`src/rtl/mc_pkg.sv`:
```
// Shared definitions for the multicycle MIPS-style controller: state
// encodings, opcode/funct constants, ALU operation codes and datapath
// mux select values.
package mc_pkg;

  typedef enum logic [3:0] {
    S_IF     = 4'd0,
    S_ID     = 4'd1,
    S_MEMADR = 4'd2,
    S_MEMRD  = 4'd3,
    S_LWWB   = 4'd4,
    S_MEMWR  = 4'd5,
    S_REX    = 4'd6,
    S_RWB    = 4'd7,
    S_BR     = 4'd8,
    S_JMP    = 4'd9,
    S_IEX    = 4'd10,
    S_IWB    = 4'd11,
    S_JR     = 4'd12,
    S_RSV13  = 4'd13,
    S_RSV14  = 4'd14,
    S_RSV15  = 4'd15
  } state_e;

  // Opcodes (IR[31:26])
  localparam logic [5:0] OP_RTYPE = 6'h00;
  localparam logic [5:0] OP_J     = 6'h02;
  localparam logic [5:0] OP_JAL   = 6'h03;
  localparam logic [5:0] OP_BEQ   = 6'h04;
  localparam logic [5:0] OP_BNE   = 6'h05;
  localparam logic [5:0] OP_ADDI  = 6'h08;
  localparam logic [5:0] OP_ADDIU = 6'h09;
  localparam logic [5:0] OP_SLTI  = 6'h0A;
  localparam logic [5:0] OP_SLTIU = 6'h0B;
  localparam logic [5:0] OP_ANDI  = 6'h0C;
  localparam logic [5:0] OP_ORI   = 6'h0D;
  localparam logic [5:0] OP_LUI   = 6'h0F;
  localparam logic [5:0] OP_LW    = 6'h23;
  localparam logic [5:0] OP_SW    = 6'h2B;

  // Function codes (IR[5:0]) that change control flow or operand routing
  localparam logic [5:0] FN_SLL  = 6'h00;
  localparam logic [5:0] FN_SRL  = 6'h02;
  localparam logic [5:0] FN_SRA  = 6'h03;
  localparam logic [5:0] FN_JR   = 6'h08;
  localparam logic [5:0] FN_JALR = 6'h09;

  // ALU operation codes
  localparam logic [2:0] ALU_ADD   = 3'b000;
  localparam logic [2:0] ALU_SUB   = 3'b001;
  localparam logic [2:0] ALU_FUNCT = 3'b010;
  localparam logic [2:0] ALU_AND   = 3'b011;
  localparam logic [2:0] ALU_OR    = 3'b100;
  localparam logic [2:0] ALU_SLT   = 3'b101;
  localparam logic [2:0] ALU_SLTU  = 3'b110;
  localparam logic [2:0] ALU_LUI   = 3'b111;

  // ALU operand A select
  localparam logic [1:0] SRCA_PC    = 2'b00;
  localparam logic [1:0] SRCA_A     = 2'b01;
  localparam logic [1:0] SRCA_SHAMT = 2'b10;

  // ALU operand B select
  localparam logic [1:0] SRCB_B       = 2'b00;
  localparam logic [1:0] SRCB_FOUR    = 2'b01;
  localparam logic [1:0] SRCB_IMM     = 2'b10;
  localparam logic [1:0] SRCB_IMM_SH2 = 2'b11;

  // Register-file destination select
  localparam logic [1:0] REGDST_RT = 2'b00;
  localparam logic [1:0] REGDST_RD = 2'b01;
  localparam logic [1:0] REGDST_RA = 2'b10;

  // Register-file write-data select
  localparam logic [1:0] MTR_ALUOUT = 2'b00;
  localparam logic [1:0] MTR_MDR    = 2'b01;
  localparam logic [1:0] MTR_PC     = 2'b10;

  // Next-PC select
  localparam logic [1:0] PCSRC_ALU    = 2'b00;
  localparam logic [1:0] PCSRC_ALUOUT = 2'b01;
  localparam logic [1:0] PCSRC_JUMP   = 2'b10;
  localparam logic [1:0] PCSRC_REG    = 2'b11;

endpackage

```
`src/rtl/mc_decode.sv`:
```
// Instruction classifier: turns opcode/funct into the class flags the
// controller FSM dispatches on, plus the ALU op and extension mode used by
// immediate-format ALU instructions. Purely combinational.
module mc_decode (
  input  logic [5:0] opcode,
  input  logic [5:0] funct,
  output logic       is_mem,
  output logic       is_lw,
  output logic       is_jr,
  output logic       is_jalr,
  output logic       is_rtype,
  output logic       is_shift,
  output logic       is_branch,
  output logic       is_bne,
  output logic       is_jump,
  output logic       is_jal,
  output logic       is_imm,
  output logic [2:0] imm_alu_op,
  output logic       imm_zext
);
  import mc_pkg::*;

  // Classify the instruction; anything unrecognised leaves every flag low
  always_comb begin
    is_mem     = 1'b0;
    is_lw      = 1'b0;
    is_jr      = 1'b0;
    is_jalr    = 1'b0;
    is_rtype   = 1'b0;
    is_shift   = 1'b0;
    is_branch  = 1'b0;
    is_bne     = 1'b0;
    is_jump    = 1'b0;
    is_jal     = 1'b0;
    is_imm     = 1'b0;
    imm_alu_op = ALU_ADD;
    imm_zext   = 1'b0;
    case (opcode)
      OP_RTYPE: begin
        if (funct == FN_JR || funct == FN_JALR) begin
          is_jr   = 1'b1;
          is_jalr = (funct == FN_JALR);
        end else begin
          is_rtype = 1'b1;
          // Shifts take their first operand from the shamt field
          is_shift = (funct == FN_SLL) || (funct == FN_SRL) || (funct == FN_SRA);
        end
      end
      OP_BEQ: is_branch = 1'b1;
      OP_BNE: begin
        is_branch = 1'b1;
        is_bne    = 1'b1;
      end
      OP_J:   is_jump = 1'b1;
      OP_JAL: begin
        is_jump = 1'b1;
        is_jal  = 1'b1;
      end
      OP_ADDI, OP_ADDIU: begin
        is_imm     = 1'b1;
        imm_alu_op = ALU_ADD;
      end
      OP_SLTI: begin
        is_imm     = 1'b1;
        imm_alu_op = ALU_SLT;
      end
      OP_SLTIU: begin
        is_imm     = 1'b1;
        imm_alu_op = ALU_SLTU;
      end
      OP_ANDI: begin
        is_imm     = 1'b1;
        imm_alu_op = ALU_AND;
        imm_zext   = 1'b1;
      end
      OP_ORI: begin
        is_imm     = 1'b1;
        imm_alu_op = ALU_OR;
        imm_zext   = 1'b1;
      end
      OP_LUI: begin
        is_imm     = 1'b1;
        imm_alu_op = ALU_LUI;
      end
      OP_LW: begin
        is_mem = 1'b1;
        is_lw  = 1'b1;
      end
      OP_SW:   is_mem = 1'b1;
      default: ;
    endcase
  end

endmodule

```
`src/rtl/multicycle_controller.sv`:
```
// Multicycle MIPS-style controller. A Moore FSM steps each instruction
// through fetch, decode and its class-specific states; control outputs are
// decoded combinationally from the state (and IR fields / ALU zero where a
// state needs them). A retired-instruction counter ticks each time an
// instruction finishes and the FSM returns to fetch.
module multicycle_controller #(
  parameter int CNT_W = 32
) (
  input  logic             reset,
  input  logic             clk,
  input  logic [5:0]       opcode,
  input  logic [5:0]       funct,
  input  logic             zero,
  output logic             pc_en,
  output logic             ir_write,
  output logic             mem_read,
  output logic             mem_write,
  output logic             iord,
  output logic             reg_write,
  output logic [1:0]       reg_dst,
  output logic [1:0]       mem_to_reg,
  output logic [1:0]       alu_src_a,
  output logic [1:0]       alu_src_b,
  output logic [2:0]       alu_op,
  output logic             ext_op,
  output logic [1:0]       pc_source,
  output logic [3:0]       state_o,
  output logic [CNT_W-1:0] retired
);
  import mc_pkg::*;

  state_e           state_q, state_d;
  logic [CNT_W-1:0] retired_q, retired_d;

  logic       dec_mem, dec_lw, dec_jr, dec_jalr, dec_rtype, dec_shift;
  logic       dec_branch, dec_bne, dec_jump, dec_jal, dec_imm, dec_imm_zext;
  logic [2:0] dec_imm_alu_op;

  mc_decode u_decode (
    .opcode     (opcode),
    .funct      (funct),
    .is_mem     (dec_mem),
    .is_lw      (dec_lw),
    .is_jr      (dec_jr),
    .is_jalr    (dec_jalr),
    .is_rtype   (dec_rtype),
    .is_shift   (dec_shift),
    .is_branch  (dec_branch),
    .is_bne     (dec_bne),
    .is_jump    (dec_jump),
    .is_jal     (dec_jal),
    .is_imm     (dec_imm),
    .imm_alu_op (dec_imm_alu_op),
    .imm_zext   (dec_imm_zext)
  );

  // State register; reset parks the FSM in fetch
  always_ff @(posedge clk or posedge reset) begin
    if (reset) state_q <= S_IF;
    else       state_q <= state_d;
  end

  // Retired-instruction counter
  always_ff @(posedge clk or posedge reset) begin
    if (reset) retired_q <= '0;
    else       retired_q <= retired_d;
  end

  // An instruction retires on the edge that returns the FSM to fetch
  always_comb begin
    retired_d = retired_q;
    if (state_d == S_IF && state_q != S_IF) retired_d = retired_q + CNT_W'(1);
  end

  // Next-state and control decode; IR fields are only consulted after fetch
  always_comb begin
    state_d    = state_q;
    pc_en      = 1'b0;
    ir_write   = 1'b0;
    mem_read   = 1'b0;
    mem_write  = 1'b0;
    iord       = 1'b0;
    reg_write  = 1'b0;
    reg_dst    = REGDST_RT;
    mem_to_reg = MTR_ALUOUT;
    alu_src_a  = SRCA_PC;
    alu_src_b  = SRCB_B;
    alu_op     = ALU_ADD;
    ext_op     = 1'b0;
    pc_source  = PCSRC_ALU;
    case (state_q)
      S_IF: begin
        mem_read  = 1'b1;
        ir_write  = 1'b1;
        alu_src_a = SRCA_PC;
        alu_src_b = SRCB_FOUR;
        alu_op    = ALU_ADD;
        pc_source = PCSRC_ALU;
        pc_en     = 1'b1;
        state_d   = S_ID;
      end
      S_ID: begin
        // Precompute the branch target while decoding
        alu_src_a = SRCA_PC;
        alu_src_b = SRCB_IMM_SH2;
        alu_op    = ALU_ADD;
        ext_op    = 1'b1;
        if (dec_mem)         state_d = S_MEMADR;
        else if (dec_jr)     state_d = S_JR;
        else if (dec_rtype)  state_d = S_REX;
        else if (dec_branch) state_d = S_BR;
        else if (dec_jump)   state_d = S_JMP;
        else if (dec_imm)    state_d = S_IEX;
        else                 state_d = S_IF;
      end
      S_MEMADR: begin
        alu_src_a = SRCA_A;
        alu_src_b = SRCB_IMM;
        alu_op    = ALU_ADD;
        ext_op    = 1'b1;
        state_d   = dec_lw ? S_MEMRD : S_MEMWR;
      end
      S_MEMRD: begin
        mem_read = 1'b1;
        iord     = 1'b1;
        state_d  = S_LWWB;
      end
      S_LWWB: begin
        reg_write  = 1'b1;
        reg_dst    = REGDST_RT;
        mem_to_reg = MTR_MDR;
        state_d    = S_IF;
      end
      S_MEMWR: begin
        mem_write = 1'b1;
        iord      = 1'b1;
        state_d   = S_IF;
      end
      S_REX: begin
        alu_src_a = dec_shift ? SRCA_SHAMT : SRCA_A;
        alu_src_b = SRCB_B;
        alu_op    = ALU_FUNCT;
        state_d   = S_RWB;
      end
      S_RWB: begin
        reg_write  = 1'b1;
        reg_dst    = REGDST_RD;
        mem_to_reg = MTR_ALUOUT;
        state_d    = S_IF;
      end
      S_BR: begin
        // Target was left in ALUOut by decode; the compare runs now
        alu_src_a = SRCA_A;
        alu_src_b = SRCB_B;
        alu_op    = ALU_SUB;
        pc_source = PCSRC_ALUOUT;
        pc_en     = dec_bne ? ~zero : zero;
        state_d   = S_IF;
      end
      S_JMP: begin
        pc_en     = 1'b1;
        pc_source = PCSRC_JUMP;
        if (dec_jal) begin
          reg_write  = 1'b1;
          reg_dst    = REGDST_RA;
          mem_to_reg = MTR_PC;
        end
        state_d = S_IF;
      end
      S_IEX: begin
        alu_src_a = SRCA_A;
        alu_src_b = SRCB_IMM;
        alu_op    = dec_imm_alu_op;
        ext_op    = ~dec_imm_zext;
        state_d   = S_IWB;
      end
      S_IWB: begin
        reg_write  = 1'b1;
        reg_dst    = REGDST_RT;
        mem_to_reg = MTR_ALUOUT;
        state_d    = S_IF;
      end
      S_JR: begin
        pc_en     = 1'b1;
        pc_source = PCSRC_REG;
        if (dec_jalr) begin
          reg_write  = 1'b1;
          reg_dst    = REGDST_RD;
          mem_to_reg = MTR_PC;
        end
        state_d = S_IF;
      end
      default: state_d = S_IF;
    endcase
    // Fetch outputs would otherwise be live while reset holds the FSM in IF
    if (reset) begin
      pc_en     = 1'b0;
      ir_write  = 1'b0;
      mem_read  = 1'b0;
      mem_write = 1'b0;
      reg_write = 1'b0;
    end
  end

  assign state_o = state_q;
  assign retired = retired_q;

endmodule

```
`config.mk`:
```
export PLATFORM = sky130hd
export DESIGN_NAME = multicycle_controller
export DESIGN_NICKNAME = d
export VERILOG_FILES = /design/src/rtl/mc_pkg.sv /design/src/rtl/mc_decode.sv /design/src/rtl/multicycle_controller.sv
export SDC_FILE = /design/constraint.sdc
export NUM_CORES = 1
export LEC_CHECK = 0
export ABC_AREA = 1
export ABC_CLOCK_PERIOD_IN_PS = 2100
export CAP_MARGIN = 30
export CORE_ASPECT_RATIO = 1.25
export CORE_MARGIN = 3
export CORE_UTILIZATION = 43
export DETAILED_ROUTE_END_ITERATION = 6
export PLACE_DENSITY = 0.74
export SYNTH_ARGS = -nofsm -noshare
export SYNTH_HDL_FRONTEND = slang
export SYNTH_HIERARCHICAL = 1
export SYNTH_SLANG_ARGS = --single-unit
```
`constraint.sdc`:
```
create_clock -name clk -period 2.1 [get_ports clk]
set_clock_uncertainty 0.2 [all_clocks]
set_input_delay 0.315 -clock clk [delete_from_list [all_inputs] [get_ports clk]]
set_output_delay 0.315 -clock clk [all_outputs]
set_load 0.02 [all_outputs]
```
# Word level (Yosys, flattened, before mapping)
# Index checks and enable logic that the tools add are counted.
[totals]
reg_bits = 36
inputBits = 15
elab_cells = 105
[op_classes]
add_sub_neg = 1
n_eq_ne = 29
mux = 50
bitwise_logic = 2
n_reduce_logical = 21
[ops]
columns = ["op", "count"]
rows = [
  ["$eq A6 B4 Y1 const B", 9],
  ["$add A32 B1 Y32 const B", 1],
  ["$mux W1", 29],
  ["$eq A6 B2 Y1 const B", 4],
  ["$mux W4", 6],
  ["$pmux W2 S3", 4],
  ["$pmux W4 S6", 1],
  ["$eq A4 B4 Y1 const B", 5],
  ["$eq A4 B3 Y1 const B", 4],
  ["$reduce_or A2 Y1", 8],
  ["$pmux W3 S5", 1],
  ["$eq A6 B3 Y1 const B", 2],
  ["$eq A6 B6 Y1 const B", 2],
  ["$logic_not A6 Y1", 2],
  ["$pmux W3 S3", 1],
  ["$reduce_or A3 Y1", 3],
  ["$eq A4 B2 Y1 const B", 2],
  ["$logic_not A4 Y1", 2],
  ["$reduce_or A7 Y1", 1],
  ["$mux W2", 3],
  ["$eq A4 B1 Y1 const B", 1],
  ["$pmux W1 S2", 2],
  ["$pmux W2 S2", 1],
  ["$reduce_bool A4 Y1", 1],
  ["other kinds (5)", 8],
]

# Depth between registers and ports, before layout
# Gate-level depths: netlist (run 1).
[logic_depth]
word_depth = 12
depth_mapped = 14

# Hierarchy
# The synthesis (run 1) kept the hierarchy.
[by_module_without_submodules]
columns = ["module", "instances", "cells_per_inst", "area_each_um2"]
rows = [
  ["multicycle_controller", 1, 419, 2620.0],
  ["mc_decode", 1, 58, 255.2],
]

# Worst setup path after synthesis (run 1)
# Ideal clock, no wire load.
[synth_path]
path_kind = "reg2out"
start = "register state_q[3] (netlist: state_o[3])"
end = "output reg_write"
arrival_time_ns = 1.805
t_required_ns = 1.585
path_slack_ns = -0.220
path_stages_with_launch = 7
cell_sequence = "dfrtp_1 inv_1 nor2_1 nand2_1 o21ai_0 nor3_1 nor2_1"
[synth_via]
elab_chain_len = 4
word_cells_on_any_way = 8
classes_between = "eq/ne: 5; mux: 2; reduce/logical: 1"
[synth_lines]
columns = ["item", "line", "source"]
rows = [
  ["start: declaration", "multicycle_controller.sv:32", "state_e state_q, state_d;"],
  ["start signal: assignment", "multicycle_controller.sv:60", "else state_q <= state_d;"],
  ["$eq A4 B3 Y1 / $eq A4 B4 Y1 (equally long branches)", "multicycle_controller.sv:91", "case (state_q)"],
  ["$reduce_or A3 Y1 (no source line)", "n/a", ""],
  ["$pmux W1 S3 (*)", "multicycle_controller.sv:91", ""],
  ["$mux W1 (*)", "multicycle_controller.sv:196", "if (reset) begin"],
  ["end: declaration", "multicycle_controller.sv:19", "output logic reg_write,"],
]
# Every way passes the cells marked *; elsewhere a longest branch is shown, timed or not.

# Final worst setup path (run 1)
[layout_path]
start = "register state_q[1] (netlist: state_o[1])"
end = "output reg_write"
# Same word-level chain as after synthesis.

==> results by group, run 1 <==
Route
  • Total length of routed wires: 10700 µm
  • Routed via count: 3682
  • DRC viols: 0
  • Iter 0 DRT Violations: 193
  • Average detailed-routed wire length per instance: 15.1 µm
  • Antenna Nets Post-Route: 0
  • Initial DRT Pass Iterations: 6
  • Mean number of vias per cell: 5.22

Critical path
  • Setup slack, reg-to-reg: -20 ps
  • Maximum fanout along the worst path: 4
  • Length in cells of the worst reg-to-reg path: 13
  • Setup CP Type: reg2out
  • Library cell appearing most often on the critical path: sky130_fd_sc_hd__nor2_4
  • Biggest cell delay along the critical path: 450 ps
  • Crit. End Element: output port
  • Startpoint kind of the worst setup timing path: register
  • Standard cell with the maximum stage delay on the critical path: sky130_fd_sc_hd__dfrtp_2
  • Worst EP required: 1580 ps
  • Endpoint of the worst register-to-register path: retired[3]
  • Source of the worst register-to-register timing path: state_o[2]
  • Cell-by-cell trace of the critical path: buf_6 > nor2_4 > inv_4 > nor2_4 > nand2_2 > o21ai_2 > nor3_2 > nor2_1 > buf_4
  • Data arrival, critical path: 1620 ps

Placement
  • DP Worst Slack: -661 ps
  • HPWL after detailed placement: 6810 µm
  • Final RePlAce weighted congestion: 0.973
  • Number of buffers inserted by port buffering: 70

Global route
  • Global routing usage summed across all routing layers: 25.3%
  • Maximum number of pins on one net before global-route repair: 37
  • Global route total overflow: 0
  • Number of global-route vias before repair: 3497
  • Number of antenna violations at the first check in global routing: 0
  • Global-route wire length before repair: 15800 µm

Min path
  • HP Class: reg2reg
  • Count of cells along the worst hold path: 2
  • Worst hold path startpoint: retired[30]
  • Sink of the worst hold path: retired[30]

Final layout
  • Share of final-layout standard cells stronger than drive strength 1: 29.5%
  • Count of inserted antenna diode cells: 0
  • Area growth from synthesis to final layout: 61.4%
  • Filler Cells Inserted: 495
  • Most common cell after layout, fill and taps aside: sky130_fd_sc_hd__nand2_1
  • Multi-input combinational cell area: 2010 µm²
  • Highest-count cells in the layout ignoring fill and taps: sky130_fd_sc_hd__nand2_1, sky130_fd_sc_hd__nor2_1, sky130_fd_sc_hd__buf_4
  • End-of-flow core utilization: 73.3%
  • Storage cell area: 903 µm²
  • Fin nets: 635

Yosys
  • Count of distinct cell types in the synthesized netlist: 26
  • Flop and latch count out of synthesis: 36
  • Mean Syn Cell Area: 6.03 µm²
  • Share of the yosys chip area belonging to registers: 31.3%
  • Total of warnings raised by yosys: 6
  • Post-synthesis instance area: 2880 µm²
  • Instance count of the mapped netlist: 477
  • Synthesized netlist net count: 493

Clock network
  • Clk sink count: 36
  • Clock tree buffer depth: 2
  • Clock-pin slew of the registers on the worst-case setup and hold paths: 80 ps
  • TritonCTS clock tree: built
  • Clock root buffer master: sky130_fd_sc_hd__clkbuf_8
  • Clk Latency, worst-skew pair: 300 ps
  • Number of levels in the clock H-tree: 2
  • Number of buffers created by CTS: 5

Run
  • Max-Cap Viols: 0

Floorplan
  • Std cell rows: 32
  • Die Footprint: 7710 µm²
  • Width of the die: 79.1 µm
  • Die Ht: 97.4 µm
  • Number of top-level pins: 71
  • Starting Density: 45.5%
  • Area of the placeable core: 6330 µm²

STA
  • Period utilisation layout: 102%
  • Endpoints failing setup: 7
  • Hold Vio Cnt, Final: 0
  • Pin slew with the least headroom to its limit: 389 ps
  • Achievable frequency: 468 MHz
  • Headroom to the max-slew limit: 73.9%
  • Setup repair after global routing missed its margin: true
  • Max-slew violations: 0
  • Clock period minus final worst setup slack: 2140 ps
  • Fin worst setup slack: -38.4 ps

Status
  • Failing checks: negative setup slack
  • Run status: finished, violations left

Power
  • Power density relative to cell area: 971 nW/µm²
  • Maximum vdd drop: 0.683 mV
  • Leakage power: 2.29 nW
## sequential cells by signal, summed over array words and instances, names as in the netlist
| signal | cells |
|---|---|
| state_o | 4 |
| retired | 32 |
## stage by stage
stage	instance area (µm²)	power (mW)	TNS (ps)	std cells	hold WS, ps
6_report	4640	4.50	-175	705	339
5_1_grt	4640	4.70	-2630	705	372
4_1_cts	4350	4.00	-185	695	340
3_5_place_dp	4040	2.74	-21960	675	318
3_3_place_gp	4040	2.70	-20280	675	292
2_1_floorplan	2880	1.94	0	477	282
## Yosys cell counts
cell,number,area [µm²]
sky130_fd_sc_hd__o21ai_2,1,8.76
sky130_fd_sc_hd__a22oi_1,1,7.51
sky130_fd_sc_hd__a21oi_1,6,30.0
sky130_fd_sc_hd__dfrtp_1,36,901
sky130_fd_sc_hd__xor2_1,14,123
sky130_fd_sc_hd__nand3_2,4,40.0
sky130_fd_sc_hd__inv_2,2,7.51
sky130_fd_sc_hd__o211ai_1,1,7.51
sky130_fd_sc_hd__nor3_1,7,35.0
sky130_fd_sc_hd__inv_1,48,180
sky130_fd_sc_hd__nor2_4,2,22.5
sky130_fd_sc_hd__nand2_1,222,833
sky130_fd_sc_hd__ha_1,1,12.5
sky130_fd_sc_hd__nor2_2,4,25.0
sky130_fd_sc_hd__nor2_1,82,308
sky130_fd_sc_hd__a31oi_1,1,6.26
sky130_fd_sc_hd__or2_2,1,6.26
sky130_fd_sc_hd__buf_6,6,67.6
sky130_fd_sc_hd__nand3b_1,2,15.0
sky130_fd_sc_hd__nor3_2,3,30.0
sky130_fd_sc_hd__xnor2_1,10,87.6
sky130_fd_sc_hd__o21ai_1,1,5.00
sky130_fd_sc_hd__nand3_1,17,85.1
sky130_fd_sc_hd__a21oi_2,1,8.76
sky130_fd_sc_hd__and3_1,2,12.5
sky130_fd_sc_hd__o21ai_0,2,10.0
## power breakdown
part,internal (mW),switching (mW)
combinational,1.55,1.52
sequential,0.767,0.113
clock,0.269,0.284
## routing by layer
metal | global-route usage, % | vias up | share of wire [%]
met2 | 47.1 | 177 | 53
met5 | 0 | - | 0
li1 | - | 1737 | -
met3 | 4.27 | 43 | 5.1
met4 | 10.4 | 0 | 4.4
met1 | 27.5 | 1725 | 37
## worst max-delay path by stage
stage	endpoint	cells past startpoint	start	slack [ps]
floorplan	reg_write	6	state_o[3]	70
global placement	reg_write	9	opcode[2]	-600
detailed placement	reg_write	9	opcode[2]	-660
CTS	reg_write	9	state_o[1]	-70
global route	reg_write	9	state_o[1]	-150
finish	reg_write	9	state_o[1]	-40
## timing repair
action                     in CTS  in global routing
setup endpoints to repair      52                 50
hold endpoints to repair        0                  0
pin swaps                      18                 30
buffers inserted                8                 10
hold buffers                    0                  0
cloned                          4                  0
gates resized for setup        96                113
## cell families after synthesis
family	share of synthesized area, %
xor+xnor	7.31
buf+inv	8.88
simple gates	49.1
flops	31.3
fa+ha+maj	0.435
compound gates	2.92
## cell type report
cell class              instances  area share (%)
clock buffers                   6            1.78
clock inverters                 2           0.297
inverters                      50            4.21
multi-input cells             385            43.4
flip-flops and latches         36            19.5
well taps                      85            2.29
repair buffers                141            28.6
## worst max-delay path, delay by kind of cell, from the launching register on
| family | cells | cell delay, ps |
|---|---|---|
| buffers and inverters | 3 | 340 |
| flip-flops | 1 | 450 |
| AO/OA/AOI/OAI | 1 | 80 |
| AND/OR/NAND/NOR | 5 | 460 |
Power figures use the tool's default switching activity.
==> run 2: changes to the inputs <==
- ABC_CLOCK_PERIOD_IN_PS: 2100 -> 2750
- clock period: 2.1 -> 2.75 ns (I/O delays scaled with it)
==> run 2 against run 1 <==
The run now ends clean. Clock-buffer cell count unchanged. Largest power group unchanged. Largest cell class unchanged. Utilization is 12 points lower. Critical endpoint is now alu_src_a[1]. Final area shrank 16%. Sequential power decreased by 25%. Critical path type is now in2out.
==> results by group, run 2 (synthesis gave the netlist of run 1 again) <==
Floorplan
  • Std cell rows: 32
  • Die Footprint: 7710 µm²
  • Starting Density: 45.5%
  • Area of the placeable core: 6330 µm²
  • Number of top-level pins: 71
  • Width of the die: 79.1 µm
  • Die Ht: 97.4 µm

Power
  • Part of the power in the clock network: 17.8%
  • Sequential fraction of design power: 29.0%
  • Reported net switching power: 1.01 mW
  • Power density relative to cell area: 590 nW/µm²
  • Internal power component: 1.27 mW
  • Leakage power: 1.94 nW
  • Maximum vdd drop: 0.343 mV
  • Fraction of power consumed by combinational cells: 53.2%
  • Net Sw Frac: 44.3%

Global route
  • GR met3 Demand/Resource: 3.80%
  • Number of global-route vias before repair: 3056
  • Number of antenna violations at the first check in global routing: 0
  • Maximum number of pins on one net before global-route repair: 37
  • Global route total overflow: 0
  • GR met2 Demand/Resource: 39.9%
  • Global-route wire length before repair: 13300 µm
  • Met1 Usage GRT: 23.1%
  • Most used routing layer: met2
  • Global routing usage summed across all routing layers: 21.1%

Placement
  • Area after DPL: 3790 µm²
  • Number of buffers inserted by port buffering: 70
  • HPWL after detailed placement: 6500 µm
  • DP Worst Slack: -186 ps
  • Final RePlAce weighted congestion: 0.887

Route
  • Average detailed-routed wire length per instance: 12.2 µm
  • Routed via count: 3132
  • Mean number of vias per cell: 4.79
  • Initial DRT Pass Iterations: 4
  • DRC viols: 0
  • Total length of routed wires: 7980 µm
  • Iter 0 DRT Violations: 151
  • Antenna Nets Post-Route: 0

Final layout
  • Count of inserted antenna diode cells: 0
  • Area growth from synthesis to final layout: 34.8%
  • Multi-input combinational cell area: 1720 µm²
  • Most common cell after layout, fill and taps aside: sky130_fd_sc_hd__nand2_1
  • Fin nets: 584
  • Share of final-layout standard cells stronger than drive strength 1: 8.61%
  • Storage cell area: 901 µm²
  • Highest-count cells in the layout ignoring fill and taps: sky130_fd_sc_hd__nand2_1, sky130_fd_sc_hd__nor2_1, sky130_fd_sc_hd__clkdlybuf4s50_1
  • End-of-flow core utilization: 61.3%
  • Flip-flop count of the largest register after layout: 32
  • Filler Cells Inserted: 623
  • Final std cell area, no fill: 3880 µm²

STA
  • Hold Vio Cnt, Final: 0
  • Setup repair after global routing missed its margin: false
  • Max-slew violations: 0
  • Clock period minus final worst setup slack: 2590 ps
  • Pin slew with the least headroom to its limit: 477 ps
  • Achievable frequency: 386 MHz
  • Endpoints failing setup: 0
  • Period utilisation layout: 94.2%
  • Headroom to the max-slew limit: 68.2%
  • Fin worst setup slack: 159 ps

Critical path
  • Setup CP Type: in2out
  • Startpoint kind of the worst setup timing path: input pin
  • Data arrival, critical path: 1980 ps
  • Crit. End Element: output port
  • Maximum fanout along the worst path: 3
  • Worst EP required: 2140 ps

Min path
  • HP Class: reg2reg

Clock network
  • Clk Latency, worst-skew pair: 290 ps
  • Number of buffers created by CTS: 5
  • Clock-pin slew of the registers on the worst-case setup and hold paths: 80 ps
  • Clk sink count: 36
  • Number of levels in the clock H-tree: 2
  • TritonCTS clock tree: built
  • Clock tree buffer depth: 2
  • Clock root buffer master: sky130_fd_sc_hd__clkbuf_8
  • Post-CTS setup repair buffer count: 0

Run
  • Max-Cap Viols: 0

Status
  • Run status: completed
run 2: routing by layer:
metal	routed length [µm]	part of all wire (%)
met1	3140	39
met4	148	1.9
met3	390	4.9
met5	0	0
met2	4300	54
run 2: path summary, 6_finish.rpt:
check,endpoint,cells past startpoint,slack [ps],start
worst max-delay path,alu_src_a[1],9,160,opcode[2]
worst min-delay path,retired[31],2,330,retired[31]
worst max register to register,retired[28],10,630,retired[0]
worst min register to register,retired[31],2,330,retired[31]
max in group asynchronous,retired[8],3,1520,reset
min in group asynchronous,retired[28],3,500,reset
run 2: power groups by stage:
stage                     logic (mW)  clock network, mW  registers (mW)
after CTS                       1.23              0.420           0.665
after global routing            1.33              0.444           0.673
final                           1.22              0.407           0.663
after detailed placement        1.24                  0           0.675
after floorplan                0.761                  0           0.722
after global placement          1.22                  0           0.671
run 2: what timing repair did:
| item | 4_1_cts | 5_1_grt |
|---|---|---|
| hold buffers | 0 | 0 |
| resized for setup | 10 | 8 |
| setup endpoints to repair | 10 | 5 |
| pin swaps | 0 | 0 |
run 2: through the flow:
stage | hold slack [ps] | power [mW] | TNS, ps | cells
global placement | 292 | 1.90 | -517 | 646
global route | 373 | 2.45 | 0 | 654
CTS | 340 | 2.31 | 0 | 654
floorplan | 379 | 1.48 | 0 | 477
finish | 335 | 2.29 | 0 | 654
detailed placement | 316 | 1.92 | -752 | 646
run 2: worst max-delay path, cell delays in order:
cell	delay [ps]
sky130_fd_sc_hd__clkdlybuf4s50_1	420
sky130_fd_sc_hd__nor2_1	160
sky130_fd_sc_hd__buf_4	140
sky130_fd_sc_hd__nand3_2	80
sky130_fd_sc_hd__buf_4	150
sky130_fd_sc_hd__nor2_1	150
sky130_fd_sc_hd__inv_1	50
sky130_fd_sc_hd__nor2_1	110
sky130_fd_sc_hd__clkdlybuf4s15_1	310
run 2: final cells by class:
class | count | area share [%]
clock buffers | 6 | 2.13
clock inverters | 2 | 0.355
inverters | 50 | 4.84
multi-input cells | 385 | 44.4
flip-flops and latches | 36 | 23.2
well taps | 85 | 2.74
repair buffers | 90 | 22.3
==> run 3: changes to the inputs <==
- CORE_ASPECT_RATIO: 1.25 -> 0.5
- CORE_UTILIZATION: 43 -> 54
- PLACE_DENSITY: 0.74 -> 0.89
==> run 3 against run 2 <==
Register-to-register slack better by 20 ps. Flip-flop and latch count unchanged. Via count up 0.96%. Global-route usage up 3.6 points. Highest routed layer unchanged. Final area down 0.97%. Cell count down 2.9%. Largest power group unchanged.
==> results by group, run 3 (synthesis gave the netlist of run 1 again) <==
Placement
  • Area after DPL: 3740 µm²
  • Cell count after placement: 627
  • Number of buffers inserted by port buffering: 70
  • Final RePlAce weighted congestion: 0.902
  • DP Worst Slack: -244 ps
  • HPWL after detailed placement: 5900 µm

Clock network
  • Cts repair resizes: 12
  • Number of buffers created by CTS: 5
  • Clk sink count: 36
  • Clock root buffer master: sky130_fd_sc_hd__clkbuf_8
  • Post-CTS setup repair buffer count: 0
  • TritonCTS clock tree: built
  • Clk Latency, worst-skew pair: 290 ps
  • Clock tree buffer depth: 2
  • Number of levels in the clock H-tree: 2
  • Clock-pin slew of the registers on the worst-case setup and hold paths: 70 ps
  • Number of buffers inserted by hold repair at cts: 0

STA
  • Headroom to the max-slew limit: 69.7%
  • Endpoints failing setup: 0
  • Clock period minus final worst setup slack: 2640 ps
  • Achievable frequency: 378 MHz
  • Fin worst setup slack: 107 ps
  • Sum of negative setup slack: 0 ps
  • Hold Vio Cnt, Final: 0
  • Setup repair after global routing missed its margin: false
  • Pin slew with the least headroom to its limit: 455 ps
  • Post-route worst hold slack: 337 ps
  • Max-slew violations: 0
  • Period utilisation layout: 96.1%

Floorplan
  • Number of top-level pins: 71
  • Die Footprint: 6290 µm²
  • Starting Density: 57.2%
  • Die Ht: 57.6 µm
  • Area of the placeable core: 5020 µm²
  • Std cell rows: 18
  • Width of the die: 109 µm

Critical path
  • Biggest cell delay along the critical path: 440 ps
  • Length in cells of the worst reg-to-reg path: 10
  • First element of the critical path: opcode[3]
  • Setup CP Type: in2out
  • Data arrival, critical path: 2030 ps
  • Standard cell with the maximum stage delay on the critical path: sky130_fd_sc_hd__clkdlybuf4s50_1
  • Maximum fanout along the worst path: 3
  • Cell-by-cell trace of the critical path: clkdlybuf4s50_1 > nor2_1 > buf_4 > nand3_2 > buf_4 > nor2_1 > inv_1 > nor2_1 > clkdlybuf4s15_1
  • Crit. End Element: output port
  • Source of the worst register-to-register timing path: retired[0]
  • Worst EP required: 2140 ps
  • Startpoint kind of the worst setup timing path: input pin
  • Library cell appearing most often on the critical path: sky130_fd_sc_hd__nor2_1

Power
  • Reported net switching power: 1.01 mW
  • Power density relative to cell area: 604 nW/µm²
  • Net Sw Frac: 43.7%
  • Fraction of power consumed by combinational cells: 51.2%
  • Leakage power: 1.91 nW
  • Final Total Pwr: 2.32 mW
  • Internal power component: 1.31 mW
  • Sequential fraction of design power: 28.7%
  • Maximum vdd drop: 0.492 mV
  • Part of the power in the clock network: 20.1%

Route
  • Total length of routed wires: 7720 µm
  • Initial DRT Pass Iterations: 5
  • Routed via count: 3162
  • Mean number of vias per cell: 4.98
  • DRC viols: 0
  • Antenna Nets Post-Route: 0
  • Iter 0 DRT Violations: 229
  • Average detailed-routed wire length per instance: 12.2 µm

Global route
  • Global routing usage summed across all routing layers: 24.7%
  • Number of antenna violations at the first check in global routing: 0
  • Global-route wire length before repair: 12300 µm
  • Global route total overflow: 0
  • Number of global-route vias before repair: 2747
  • Maximum number of pins on one net before global-route repair: 37

Min path
  • HP Class: reg2reg
  • Worst hold path startpoint: retired[31]
  • Count of cells along the worst hold path: 2

Final layout
  • Share of final-layout standard cells stronger than drive strength 1: 7.96%
  • Filler Cells Inserted: 401
  • Fin nets: 580
  • Final std cell area, no fill: 3840 µm²
  • Most common cell after layout, fill and taps aside: sky130_fd_sc_hd__nand2_1
  • Flip-flop count of the largest register after layout: 32
  • Area growth from synthesis to final layout: 33.5%
  • Count of inserted antenna diode cells: 0
  • Storage cell area: 901 µm²
  • Multi-input combinational cell area: 1720 µm²
  • Number of non-filler instances in the completed layout: 635
  • Highest-count cells in the layout ignoring fill and taps: sky130_fd_sc_hd__nand2_1, sky130_fd_sc_hd__nor2_1, sky130_fd_sc_hd__clkdlybuf4s50_1
  • End-of-flow core utilization: 76.4%

Status
  • Run status: completed

Run
  • Max-Cap Viols: 0
==> run 3: metal layers <==
metal / global-route usage, % / share of wire, % / wire, µm
met4: 4.80 / 0.87 / 67
met5: 0 / 0 / 0
met3: 4.41 / 8.3 / 637
met1: 35.1 / 46 / 3550
met2: 40.0 / 45 / 3470
==> run 3: worst paths after layout <==
check / to / slack [ps]
setup / recovery: alu_src_a[1] / 110
hold / removal: retired[31] / 340
setup reg to reg: retired[28] / 650
hold reg to reg: retired[31] / 340
max in group asynchronous: retired[20] / 1540
min in group asynchronous: state_o[1] / 480
==> run 3: power by group through the flow <==
stage,Clock (mW),Combinational (mW),Sequential (mW)
4_1_cts,0.468,1.19,0.662
3_5_place_dp,0,1.19,0.671
5_1_grt,0.496,1.28,0.675
6_report,0.466,1.19,0.664
2_1_floorplan,0,0.761,0.722
3_3_place_gp,0,1.17,0.670
==> run 3: critical path: cells and delay by family <==
family	cells	cell delay, ps
AND/OR/NAND/NOR	4	520
buffers and inverters	5	1100
==> run 3: layout make-up <==
type	instances	area share (%)
Sequential cell	36	23.5
Tap cell	70	2.28
Inverter	50	4.89
Clock inverter	3	1.11
Clock buffer	5	1.79
Multi-Input combinational cell	385	44.9
Timing Repair Buffer	86	21.6
